## config.mk

```make
export PLATFORM = sky130hd
export DESIGN_NAME = kick_ctrl_flat
export DESIGN_NICKNAME = d
export VERILOG_FILES = /design/src/rtl/kick_pkg.sv /design/src/rtl/kick_if.sv /design/src/rtl/kick_pulse_timer.sv /design/src/rtl/kick_ctrl.sv /design/src/flat_wrapper.sv
export SDC_FILE = /design/constraint.sdc
export NUM_CORES = 1
export LEC_CHECK = 0
export ABC_CLOCK_PERIOD_IN_PS = 3200
export BUFFER_PORTS_ARGS = -buffer_cell sky130_fd_sc_hd__buf_2
export CAP_MARGIN = 30
export CORE_ASPECT_RATIO = 0.7
export CORE_UTILIZATION = 30
export CTS_BUF_LIST = sky130_fd_sc_hd__clkbuf_16
export DETAILED_ROUTE_END_ITERATION = 12
export MAX_ROUTING_LAYER = met4
export PLACE_DENSITY_LB_ADDON = 0.1
export SYNTH_ARGS = -nofsm -noshare
export SYNTH_HDL_FRONTEND = slang
export SYNTH_HIERARCHICAL = 1
export SYNTH_SLANG_ARGS = --single-unit
```

## constraint.sdc

```tcl
create_clock -name clk -period 3.2 [get_ports clk]
set_input_delay 0.32 -clock clk [delete_from_list [all_inputs] [get_ports clk]]
set_output_delay 0.32 -clock clk [all_outputs]
set_load 0.03 [all_outputs]
```

## src/rtl/kick_pkg.sv

```systemverilog
// kick_pkg: shared types, default constants and the strength-to-pulse mapping
// for the solenoid kicker controller.
package kick_pkg;

  // Kicker cycle: charge the capacitor, wait a dead-time, fire, let it cool.
  typedef enum logic [1:0] {CHARGE, ARM, FIRE, COOL} kick_state_e;

  localparam int DEF_N_CH      = 2;
  localparam int DEF_STR_W     = 7;
  localparam int DEF_PW_W      = 20;
  localparam int DEF_PW_STEP   = 8192;
  localparam int DEF_PW_MAX    = 1048575;
  localparam int DEF_GUARD_CYC = 64;
  localparam int DEF_COOL_CYC  = 4194303;

  // Saturated pulse width in trigger cycles. The product is formed at 64 bits,
  // which covers STR_W + PW_W for any sane configuration, then clamped.
  function automatic longint unsigned sat_pw(input longint unsigned strength,
                                             input longint unsigned step,
                                             input longint unsigned pw_max);
    longint unsigned prod;
    prod = strength * step;
    return (prod > pw_max) ? pw_max : prod;
  endfunction

endpackage

```

## src/rtl/kick_if.sv

```systemverilog
// kick_if: request/acknowledge bundle between the command decoder (master)
// and the kicker controller (slave).
interface kick_if #(
  parameter int N_CH  = 2,
  parameter int STR_W = 7
);
  localparam int CH_W = (N_CH > 1) ? $clog2(N_CH) : 1;

  logic             kick_req;
  logic [CH_W-1:0]  kick_ch;
  logic [STR_W-1:0] kick_strength;
  logic             ready;
  logic             busy;
  logic             kick_done;

  modport master (output kick_req, kick_ch, kick_strength,
                  input  ready, busy, kick_done);
  modport slave  (input  kick_req, kick_ch, kick_strength,
                  output ready, busy, kick_done);
endinterface

```

## src/rtl/kick_pulse_timer.sv

```systemverilog
// kick_pulse_timer: loadable down-counter shared by the ARM, FIRE and COOL
// phases. Load value-1 to get a phase of 'value' cycles; expired flags zero.
module kick_pulse_timer #(
  parameter int W = 8
) (
  input  logic         clk,
  input  logic         rst_n,
  input  logic         load,
  input  logic [W-1:0] value,
  output logic         expired
);
  logic [W-1:0] cnt;

  // Count down to zero and hold; a load always wins.
  always_ff @(posedge clk or negedge rst_n) begin
    if (!rst_n)          cnt <= '0;
    else if (load)       cnt <= value;
    else if (cnt != '0)  cnt <= cnt - 1'b1;
  end

  assign expired = (cnt == '0);
endmodule

```

## src/rtl/kick_ctrl.sv

```systemverilog
// kick_ctrl: solenoid kicker sequencer (CHARGE -> ARM -> FIRE -> COOL).
// Optional feature macro: KICK_IR_GATE_EN -- when defined, a kick is only
// accepted while the ball-present sensor reads high.
module kick_ctrl
  import kick_pkg::*;
#(
  parameter int N_CH      = DEF_N_CH,
  parameter int STR_W     = DEF_STR_W,
  parameter int PW_W      = DEF_PW_W,
  parameter int PW_STEP   = DEF_PW_STEP,
  parameter int PW_MAX    = DEF_PW_MAX,
  parameter int GUARD_CYC = DEF_GUARD_CYC,
  parameter int COOL_CYC  = DEF_COOL_CYC
) (
  input  logic            clk,
  input  logic            rst_n,
  kick_if.slave           kif,
  input  logic            ball_ir,
  input  logic            cap_done,
  output logic            charge_en,
  output logic [N_CH-1:0] trigger
);
  localparam int CH_W  = (N_CH > 1) ? $clog2(N_CH) : 1;
  localparam int CW_C  = $clog2(COOL_CYC + 1);
  localparam int CW_G  = $clog2(GUARD_CYC + 1);
  localparam int CW_CG = (CW_C > CW_G) ? CW_C : CW_G;
  localparam int CNT_W = (PW_W > CW_CG) ? PW_W : CW_CG;

  kick_state_e      state, nstate;
  logic [CH_W-1:0]  ch_q;
  logic [PW_W-1:0]  pw_q, pw_new;
  logic             accept, req_ok, ch_ok, ir_ok;
  logic             tmr_load, tmr_exp;
  logic [CNT_W-1:0] tmr_val;
  logic             cap_s1;
  logic             fire_end;
  logic             ready_q, busy_q, done_q;

  assign ch_ok  = (32'(kif.kick_ch) < 32'(N_CH));
`ifdef KICK_IR_GATE_EN
  assign ir_ok  = ball_ir;
`else
  // Sensor is ignored in this build; any valid request fires.
  assign ir_ok  = 1'b1 | ball_ir;
`endif
  assign req_ok = kif.kick_req && (kif.kick_strength != '0) && ch_ok && ir_ok;
  assign pw_new = PW_W'(sat_pw(64'(kif.kick_strength), 64'(PW_STEP), 64'(PW_MAX)));

  kick_pulse_timer #(.W(CNT_W)) u_tmr (
    .clk     (clk),
    .rst_n   (rst_n),
    .load    (tmr_load),
    .value   (tmr_val),
    .expired (tmr_exp)
  );

  // Next-state and timer-load decode; each phase preloads the next one's length.
  always_comb begin
    nstate   = state;
    accept   = 1'b0;
    tmr_load = 1'b0;
    tmr_val  = '0;
    unique case (state)
      CHARGE: if (req_ok) begin
        accept   = 1'b1;
        nstate   = ARM;
        tmr_load = 1'b1;
        tmr_val  = CNT_W'(GUARD_CYC - 1);
      end
      ARM: if (tmr_exp) begin
        nstate   = FIRE;
        tmr_load = 1'b1;
        tmr_val  = CNT_W'(pw_q) - CNT_W'(1);
      end
      FIRE: if (tmr_exp) begin
        nstate   = COOL;
        tmr_load = 1'b1;
        tmr_val  = CNT_W'(COOL_CYC - 1);
      end
      COOL: if (tmr_exp) nstate = CHARGE;
    endcase
  end

  // State register plus the channel/pulse width captured on acceptance.
  always_ff @(posedge clk or negedge rst_n) begin
    if (!rst_n) begin
      state <= CHARGE;
      ch_q  <= '0;
      pw_q  <= '0;
    end else begin
      state <= nstate;
      if (accept) begin
        ch_q <= kif.kick_ch;
        pw_q <= pw_new;
      end
    end
  end

  // Registered outputs. Power-stage drives follow the current state, so the
  // charger and the gate can never overlap; ready is the second flop of the
  // cap_done synchroniser, gated to CHARGE.
  always_ff @(posedge clk or negedge rst_n) begin
    if (!rst_n) begin
      charge_en <= 1'b0;
      trigger   <= '0;
      cap_s1    <= 1'b0;
      ready_q   <= 1'b0;
      busy_q    <= 1'b0;
      fire_end  <= 1'b0;
      done_q    <= 1'b0;
    end else begin
      charge_en <= (state == CHARGE);
      trigger   <= (state == FIRE) ? (N_CH'(1) << ch_q) : '0;
      cap_s1    <= cap_done;
      ready_q   <= (nstate == CHARGE) && cap_s1;
      busy_q    <= (nstate != CHARGE);
      fire_end  <= (state == FIRE) && (nstate == COOL);
      done_q    <= fire_end;
    end
  end

  assign kif.ready     = ready_q;
  assign kif.busy      = busy_q;
  assign kif.kick_done = done_q;
endmodule

```

## src/flat_wrapper.sv

```systemverilog
// flat-port wrapper written by rule: the top's interface ports become plain ports
module kick_ctrl_flat import kick_pkg::*;
#(
  parameter int N_CH      = DEF_N_CH,
  parameter int STR_W     = DEF_STR_W,
  parameter int PW_W      = DEF_PW_W,
  parameter int PW_STEP   = DEF_PW_STEP,
  parameter int PW_MAX    = DEF_PW_MAX,
  parameter int GUARD_CYC = DEF_GUARD_CYC,
  parameter int COOL_CYC  = DEF_COOL_CYC
)
  (clk, rst_n, ball_ir, cap_done, charge_en, trigger, kif_kick_req, kif_kick_ch, kif_kick_strength, kif_ready, kif_busy, kif_kick_done);
  kick_if #(.N_CH(N_CH), .STR_W(STR_W)) kif_i ();
  input  logic clk;
  input  logic rst_n;
  input  logic ball_ir;
  input  logic cap_done;
  output logic charge_en;
  output logic [N_CH-1:0] trigger;
  input wire logic [$bits(kif_i.kick_req)-1:0] kif_kick_req;
  input wire logic [$bits(kif_i.kick_ch)-1:0] kif_kick_ch;
  input wire logic [$bits(kif_i.kick_strength)-1:0] kif_kick_strength;
  output wire logic [$bits(kif_i.ready)-1:0] kif_ready;
  output wire logic [$bits(kif_i.busy)-1:0] kif_busy;
  output wire logic [$bits(kif_i.kick_done)-1:0] kif_kick_done;
  assign kif_i.kick_req = kif_kick_req;
  assign kif_i.kick_ch = kif_kick_ch;
  assign kif_i.kick_strength = kif_kick_strength;
  assign kif_ready = kif_i.ready;
  assign kif_busy = kif_i.busy;
  assign kif_kick_done = kif_i.kick_done;
  kick_ctrl #(.N_CH(N_CH), .STR_W(STR_W), .PW_W(PW_W), .PW_STEP(PW_STEP), .PW_MAX(PW_MAX), .GUARD_CYC(GUARD_CYC), .COOL_CYC(COOL_CYC)) u_core (.clk(clk), .rst_n(rst_n), .kif(kif_i), .ball_ir(ball_ir), .cap_done(cap_done), .charge_en(charge_en), .trigger(trigger));
endmodule
```

# Word level (Yosys, flattened, before mapping)

Index checks and enable logic that the tools add are counted.

Flip-flop bits (word level): 53
Bits of input ports: 13
Output and inout bits: 6
Word-level logic and storage cells: 47

Add/sub/neg operators: 2
Order comparisons: 1
Eq/ne operators: 4
Shifts and indexed selects: 1
Muxes and demuxes: 17
Reductions and logical operators: 11

Operators by type and width:

| cell                  | number |
|---|---|
| $mux 22               | 4 |
| $pmux 22 s3           | 1 |
| $logic_not 22->1      | 1 |
| $reduce_bool 22->1    | 1 |
| $sub 22x1->22 const B | 1 |
| $sub 20x1->21 const B | 1 |
| $gt 20x20->1 const B  | 1 |
| $mux 20               | 1 |
| $mux 2                | 5 |
| $pmux 2 s4            | 1 |
| $reduce_bool 7->1     | 1 |
| $eq 2x2->1 const B    | 3 |
| $mux 6                | 1 |
| $logic_not 2->1       | 2 |
| $reduce_bool 2->1     | 2 |
| $logic_and 1x1->1     | 3 |
| $mux 1                | 3 |
| $eq 2x1->1 const B    | 1 |
| $pmux 1 s2            | 1 |
| $reduce_or 2->1       | 1 |
| $shl 1x1->2 const A   | 1 |

# Longest topological paths before layout

Gate-level depths: netlist (run 1).

Word-level depth: 6
Gate-level depth with buffers: 14
Mapped depth without buffers: 11

# Modules after synthesis

Netlist (run 1), hierarchy kept.

Modules (own cells, without submodules):

| module           | instances | cells an instance | area an instance (sq um) | sequential area each (sq um) |
|---|---|---|---|---|
| kick_pulse_timer | 1         | 150               | 1362.6                   | 550.5 |
| kick_ctrl        | 1         | 90                | 964.7                    | 450.4 |

# Worst setup path before layout (run 1)

No wires, ideal clock.

Kind: register to register
Start: register u_core.u_tmr.cnt[0]
End: register u_core.u_tmr.cnt[21]
Library setup time: 0.116 ns
Data arrival time: 3.194 ns
Required time: 3.084 ns
Slack: -0.110 ns
Cell stages (with the launch flop): 14
Buffers on the path: 4
Clock period less this slack: 3.310 ns
Cell sequence: dfrtp_1 > inv_1 > ha_1 > or4b_4 > buf_6 > or4_4 > buf_6 > nor2_1 > a21oi_1 > nor2_1 > clkbuf_1 > clkbuf_1 > nand2_1 > o311ai_0

Cells in the longest elaborated chain, start to end: 4
Elaborated cells between the ends (all ways): 11
Classes of those cells: 1 x add/sub; 7 x mux; 3 x reduce/logical

Ends and longest elaborated chain:

| element                                             | line                             | source |
|---|---|---|
| start, declared                                     | kick_pulse_timer.sv:12           | `logic [W-1:0] cnt;` |
| start signal, assigned                              | kick_pulse_timer.sv:17           | `else if (load) cnt <= value;` |
| start signal, assigned                              | kick_pulse_timer.sv:18           | `else if (cnt != '0) cnt <= cnt - 1'b1;` |
| $logic_not 22->1 (*)                                | kick_pulse_timer.sv:21           | `assign expired = (cnt == '0);` |
| named net u_core.tmr_exp                            | kick_ctrl.sv:33                  | `logic tmr_load, tmr_exp;` |
| $mux 1 (*)                                          | kick_ctrl.sv:70, kick_ctrl.sv:75 |  |
| $pmux 1 s2 (*)                                      | kick_ctrl.sv:63                  | `unique case (state)` |
| named net u_core.tmr_load                           | kick_ctrl.sv:33                  |  |
| $mux 22 / $reduce_bool 2->1 (equally long branches) | -                                |  |

Mark *: on every way through the listed nets, which the timed path passes. The rest lies on a longest branch. The select of a mux whose other input is x is not followed.
A chain may end at the register's enable or synchronous reset.

# Worst setup path after layout (run 1)

Start: register u_core.u_tmr.cnt[0]
End: register u_core.u_tmr.cnt[14]

The elaborated chain is that of the path after synthesis.

==> results of run 1 <==
how the worst min path moves through the flow:
stage                                end       startpoint  slack [ps]
floorplan                  u_core/cap_s1            rst_n          20
global placement    u_core/kif.kick_done  u_core/fire_end         330
detailed placement       u_core/pw_q[16]            rst_n         280
CTS                        u_core/cap_s1         cap_done         130
global route               u_core/cap_s1         cap_done         140
finish                     u_core/cap_s1         cap_done         140
stage by stage:
| stage | power, mW | util (%) | instances | instance area [sq um] |
|---|---|---|---|---|
| floorplan | 0.517 | - | 240 | 2330 |
| global placement | 0.537 | 34.4 | 353 | 2550 |
| detailed placement | 0.540 | 34.7 | 354 | 2570 |
| CTS | 1.03 | 36.7 | 363 | 2720 |
| global route | 1.06 | 36.7 | 363 | 2720 |
| finish | 1.01 | 36.7 | 363 | 2720 |
per-layer routing:
metal	global-route usage (%)	share of wire (%)
met1	23.3	57
met3	3.42	4.8
met4	5.48	0.81
met2	20.9	37
met5	-	0
critical path: cells and delay by family (launching register included):
family / cells / cell delay (ps)
flops: 1 / 410
compound gates: 3 / 420
simple gates: 5 / 1360
fa+ha+maj: 1 / 200
buf+inv: 3 / 460
synthesized netlist by cell type (3+ instances only):
cell type / count
or3_1: 4
or4_1: 8
a21boi_0: 4
o21ai_1: 6
mux2_2: 4
clkbuf_1: 7
inv_1: 13
o21ai_0: 6
o31ai_1: 10
nand2_1: 24
nor3_1: 9
xnor2_1: 14
buf_6: 4
nand2b_1: 3
a21oi_1: 10
a22oi_1: 4
dfrtp_1: 40
nor2_1: 17
ha_1: 7
nor4_1: 8
registers in the layout (all words and copies together) (netlist names):
name                  count
u_core/pw_q               7
u_core/charge_en          1
u_core/kif.kick_done      1
u_core/ch_q               1
u_core/kif.ready          1
u_core/u_tmr/cnt         22
u_core/state              2
u_core/kif.busy           1
u_core/fire_end           1
u_core/trigger            2
u_core/cap_s1             1
area by class of cell:
class | instances | area share [%]
clock buffer | 5 | 4.60
tap | 98 | 4.51
timing repair buffer | 29 | 7.45
clock inverter | 3 | 0.506
inverter | 13 | 1.79
multi-input combinational | 175 | 44.3
sequential | 40 | 36.8
power breakdown:
group          internal (mW)  switching (mW)  leakage (nW)
clock network          0.283           0.200        0.0710
registers              0.506        0.000135         0.490
logic                0.00869          0.0149         0.588
logic make-up after synthesis:
logic type      Yosys count  synth area share (%)
simple gates             87                  20.8
flops                    40                  43.0
mux                       6                  3.23
xor+xnor                 16                  6.02
buf+inv                  25                  5.38
fa+ha+maj                 7                  3.76
compound gates           59                  17.9
==> metrics.md, run 1 <==
| Metric | Value |
|---|---|
| Status | complete, no violations |
| Worst setup startpoint | u_core/u_tmr/cnt[0] |
| FF-to-FF Start | u_core/u_tmr/cnt[0] |
| FF-to-FF setup slack | 220 ps |
| Setup_tns | 0 ps |
| Synth top area cells | dfrtp_1 (43%), xnor2_1 (5.3%), nand2_1 (3.9%), ha_1 (3.8%), o31ai_1 (3.2%) |
| CP max-delay cell | or4_4 |
| Multi-input gate area in the final layout | 1210 sq um |
| Final WL | 5440 microns |
| CTS Sinks | 40 |
| Layout cells sized above 1 | a little over a fifth |
| Minimum clock period | 2980 ps |
| Clock Latency Late Sink | 280 ps |
| Clock Path Buffers | 2 |
| Die ar. | a little over 8000 sq um |
| R2R cell count | 12 |
| Via-to-Cell Ratio | approximately 5.0 |
| Peak supply drop | roughly 170 uV |
| Half-perimeter wire length after detailed placement | 3990 microns |
| Fill count | around 800 |
| Worst Path Max Fanout | 32 |
| IO Port Bufs | 17 |
| Leak | 1.15 nW |
| Inserted Clock Buffers | 5 |
| Worst min path class | input port to flip-flop |
| Synth async-reset ratio | 100% |
| Setup-failing EPs final | 0 |
| FMAX | between 300 and 400 MHz |
| CTS tree | built |
| Setup crit end | u_core/u_tmr/cnt[14] |
| Sequential share of the synthesized area | 43.0% |
| Core area | between 7000 and 8000 sq um |
| Synth warnings | 6 |
| Top FF cell, synth | dfrtp_1 |
| Cell variety after synth | 52 |
| Pre-antenna DRT Iters | 4 |
| Pwr per Cell Area | 372 nW/um^2 |
| Total Nets Final | about 280 |
| Most frequent cells in the layout | dfrtp_1 (40), nand2_1 (24), buf_2 (17) |
| Endpoint class of the critical path | flip-flop |
| Via count | 1807 |
| Hold path cells | 1 |
| Diode count | 0 |
| Clock skew | 6.83 ps |
| Post-CTS setup repair buffer count | 0 |
| Drt drc | 0 |
| Total grt overflow | 0 |
| Critical path startpoint category | flip-flop |
| Largest net degree at the start of global routing | 33 |
| Final Max Tran Viols | 0 |
| Syn Nets | 260 |
| Initial core utilization | 31.4% |
| Area occupied by registers | roughly 1000 sq um |
| RSZ-0062 raised after global routing | no |
| Pre-CTS setup slack | about 230 ps |
| Routability cong. | approximately 0.75 |
| Initial DRC count | between 100 and 150 |
| Die Wd | 107 microns |
| Clock root buffer master | clkbuf_16 |
| Post-synth top area share | 43.0% |
| Critical R2R Capture | u_core/u_tmr/cnt[14] |
| First-pass GRT wire length | between 9000 and 10000 microns |
| Vias in the first global route | 1754 |
| Critical path's most frequent cell | nor2_2 |
| WP data arrival | 3140 ps |
| H-tree levels | 2 |
| Die height | ~76 microns |
| Final Cycle Share | around 93% |
| GRT Util Overall | 15.8% |
| Clock Pin Slew Worst Setup and Hold Paths | 60 ps |
| Synth area leader | dfrtp_1 |
| Post-Syn Area | between 2000 and 2500 sq um |
| CP cell instances | inv_1 -> ha_1 -> or4b_4 -> or4_4 -> nor2_2 -> buf_4 -> a21oi_1 -> nor2_2 -> buf_12 -> nor3_1 -> a32oi_1 -> o21ai_0 |
| Post-CTS sizing | 0 |
| Post-CTS Hold Fix Bufs | 1 |
| Routed wire per std cell | ~15 microns |
| Avg Synthesized Cell Area | ~9.7 sq um |
| Antenna violations before repair | 0 |
| Commonest non-fill, non-tap cell in the layout | dfrtp_1 |
| Core Rows | 26 |
| Setup CP Type | flip-flop to flip-flop |
| Final ANT Viol Nets | 0 |
| Synth-to-layout area growth | 16.9% |
| Worst Max-Slew Pin Slew | between 500 and 600 ps |
| # Max-Cap Violations | 0 |
| FF+latch count, synth | 40 |
| Final Hold Violating Endpoints | 0 |
| Final Worst Setup Slack | about 220 ps |
| Hold slack final | between 100 and 150 ps |
| WP data required | 3360 ps |
| Post-synth EDFFs | 0 |
| I/O Pins | 19 |
| Slew headroom | between 60% and 70% |
| Max incr delay on CP | 500 ps |
| Post-Synthesis Cells | 240 |
Power figures use the tool's default switching activity.
==> run 2: changes to the inputs <==
--- a/config.mk
+++ b/config.mk
@@ -8,7 +8,7 @@
 export ABC_CLOCK_PERIOD_IN_PS = 3200
 export BUFFER_PORTS_ARGS = -buffer_cell sky130_fd_sc_hd__buf_2
 export CAP_MARGIN = 30
-export CORE_ASPECT_RATIO = 0.7
+export CORE_ASPECT_RATIO = 1.1
 export CORE_UTILIZATION = 30
 export CTS_BUF_LIST = sky130_fd_sc_hd__clkbuf_16
 export DETAILED_ROUTE_END_ITERATION = 12
==> metrics.md, run 2 (same netlist as run 1, synthesis figures left out) <==
| Metric | Value |
|---|---|
| Switching Share | 17.9% (-3.3 points) |
| Die ar. | 8110 sq um (about the same) |
| Largest regs | u_core/u_tmr/cnt x22, u_core/pw_q x7 |
| Via-to-Cell Ratio | 4.91 (-1.3%) |
| Critical path startpoint category | flip-flop |
| Endpoint class of the critical path | flip-flop |
| Total Nets Final | 284 (unchanged) |
| Worst min path class | input port to flip-flop |
| Clock Latency Late Sink | 280 ps (about the same) |
| Worst Hold Launch | cap_done |
| Setup CP Type | flip-flop to flip-flop |
| Die Wd | 86.0 microns (-20%) |
| Setup-failing EPs final | 0 (unchanged) |
| Worst Path Max Fanout | 9 (-72%) |
| Total grt overflow | 0 (unchanged) |
| Fill count | 757 (-3.3%) |
| RSZ-0062 raised after global routing | no |
| Minimum clock period | 2950 ps (-30.4 ps) |
| Clock root buffer master | clkbuf_16 |
| CTS tree | built |
| Vias in the first global route | 1857 (+5.9%) |
| Worst setup startpoint | u_core/u_tmr/cnt[0] |
| Clock Path Buffers | 2 (unchanged) |
| Final ANT Viol Nets | 0 (unchanged) |
| Biggest register | u_core/u_tmr/cnt |
| Half-perimeter wire length after detailed placement | 3780 microns (-5.3%) |
| Most frequent cells in the layout | dfrtp_1 (40), nand2_1 (24), buf_2 (17) |
| Post-CTS setup repair buffer count | 0 (unchanged) |
| Largest net degree at the start of global routing | 31 (-6.1%) |
| Setup_tns | 0 ps (unchanged) |
| Clk pwr share | 54.6% (+6.9 points) |
| Slew headroom | 69.3% (+2.9 points) |
| Dpl cells | 361 (+2.0%) |
| Sequential cell fraction of total power | 43.4% (-6.6 points) |
| H-tree levels | 2 (unchanged) |
| Post-CTS sizing | 0 (unchanged) |
| IO Port Bufs | 17 (unchanged) |
| Core area | 7470 sq um (+0.76%) |
| Drt drc | 0 (unchanged) |
| Via count | 1813 (+0.33%) |
| Layout cells sized above 1 | 21.2% (+0.080 points) |
| Clock Pin Slew Worst Setup and Hold Paths | 60 ps (about the same) |
| Synth-to-layout area growth | 19.2% |
| Routed wire per std cell | 14.2 microns (-5.1%) |
| Final std cells w/o fill | 369 (+1.7%) |
| Worst Max-Slew Pin Slew | 457 ps (-43.6 ps) |
| Final WL | 5240 microns (-3.6%) |
| Max reg flops | 22 (unchanged) |
| Antenna violations before repair | 0 (unchanged) |
| Inserted Clock Buffers | 5 (unchanged) |
| Routability cong. | 0.737 (-1.4%) |
| First-pass GRT wire length | 9200 microns (-0.82%) |
| FMAX | 339 MHz (+1.0%) |
| Net Switching | 0.209 mW (-2.7%) |
| FF-to-FF Start | u_core/u_tmr/cnt[0] |
| Clock skew | 5.62 ps (-1.22 ps) |
| Status | complete, no violations |
| Commonest non-fill, non-tap cell in the layout | dfrtp_1 |
| Pwr per Cell Area | 420 nW/um^2 (+13%) |
| Die height | 94.4 microns (+25%) |
| I/O Pins | 19 (unchanged) |
| CTS Sinks | 40 (unchanged) |
| WP data arrival | 3140 ps (about the same) |
| Pre-antenna DRT Iters | 4 (unchanged) |
| Initial core utilization | 31.1% (-0.24 points) |
| Logic pwr share | 2.0% (-0.3 points) |
| WP data required | 3390 ps (+30 ps) |
| Final Cycle Share | 92.2% (-0.95 points) |
| Cell Int Power | 0.958 mW (+20%) |
| # Max-Cap Violations | 0 (unchanged) |
| Diode count | 0 (unchanged) |
| Leak | 1.17 nW (+1.6%) |
| Peak supply drop | 174 uV (+0.60%) |
| Final Max Tran Viols | 0 (unchanged) |
| Final Hold Violating Endpoints | 0 (unchanged) |
| Initial DRC count | 89 (-16%) |
| GRT Util Overall | 15.2% (-0.60 points) |
| Core Rows | 33 (+27%) |
run 2: changes by cell type in the layout (fill, tap and decap cells not counted), sizes merged:
cell	delta
clkinv	-3
bufinv	+2
run 2: path summary, 6_finish.rpt:
kind,endpoint,slack (ps),cells after the start
worst max-delay path,u_core/u_tmr/cnt[18],250,11
worst min-delay path,u_core/cap_s1,150,1
worst max register to register,u_core/u_tmr/cnt[18],250,11
worst min register to register,u_core/kif.kick_done,360,0
max in group asynchronous,u_core/u_tmr/cnt[14],2300,3
min in group asynchronous,u_core/u_tmr/cnt[5],450,2
run 2: power groups by stage:
stage               combinational [mW]  sequential, mW  clock (mW)
floorplan                      0.00131           0.516           0
global placement                0.0209           0.516           0
detailed placement              0.0240           0.516           0
CTS                             0.0249           0.506       0.658
global route                    0.0274           0.506       0.671
finish                          0.0233           0.507       0.636
run 2: final cells by class:
class	count	area [sq um]	area share [%]
Clock buffer	5	125	4.51
Timing Repair Buffer	29	203	7.30
Clock inverter	2	60.1	2.16
Inverter	13	48.8	1.76
Tap cell	105	131	4.73
Sequential cell	40	1000	36.1
Multi-Input combinational cell	175	1210	43.5
run 2: repair_timing:
| item | 4_1_cts | 5_1_grt |
|---|---|---|
| setup endpoints to repair | 0 | 0 |
| hold buffers | 1 | 0 |
| hold endpoints to repair | 10 | 0 |
run 2: per-layer routing:
layer / track usage (%) / wire length (microns)
met1: 17.7 / 2430
met3: 2.62 / 99
met5: - / 0
met2: 26.3 / 2640
met4: 5.83 / 70
run 2: worst max-delay path, stage by stage (launching register included):
cell	delay [ps]
dfrtp_1	400
inv_1	90
ha_1	210
or4b_4	490
or4_4	510
nor2_2	140
o21ai_0	110
or2_2	370
a21oi_1	140
nand2_1	100
a21boi_0	130
a22oi_1	170
run 2: through the flow:
step / hold WS, ps / power [mW] / setup slack (ps) / area, sq um / utilization [%]
after floorplan: 24.4 / 0.517 / 8.72 / 2330 / -
after global placement: 334 / 0.537 / 276 / 2560 / 34.3
after detailed placement: 222 / 0.540 / 239 / 2580 / 34.5
after CTS: 136 / 1.19 / 214 / 2780 / 37.1
after global routing: 132 / 1.21 / 68.9 / 2780 / 37.1
final: 147 / 1.17 / 250 / 2780 / 37.1
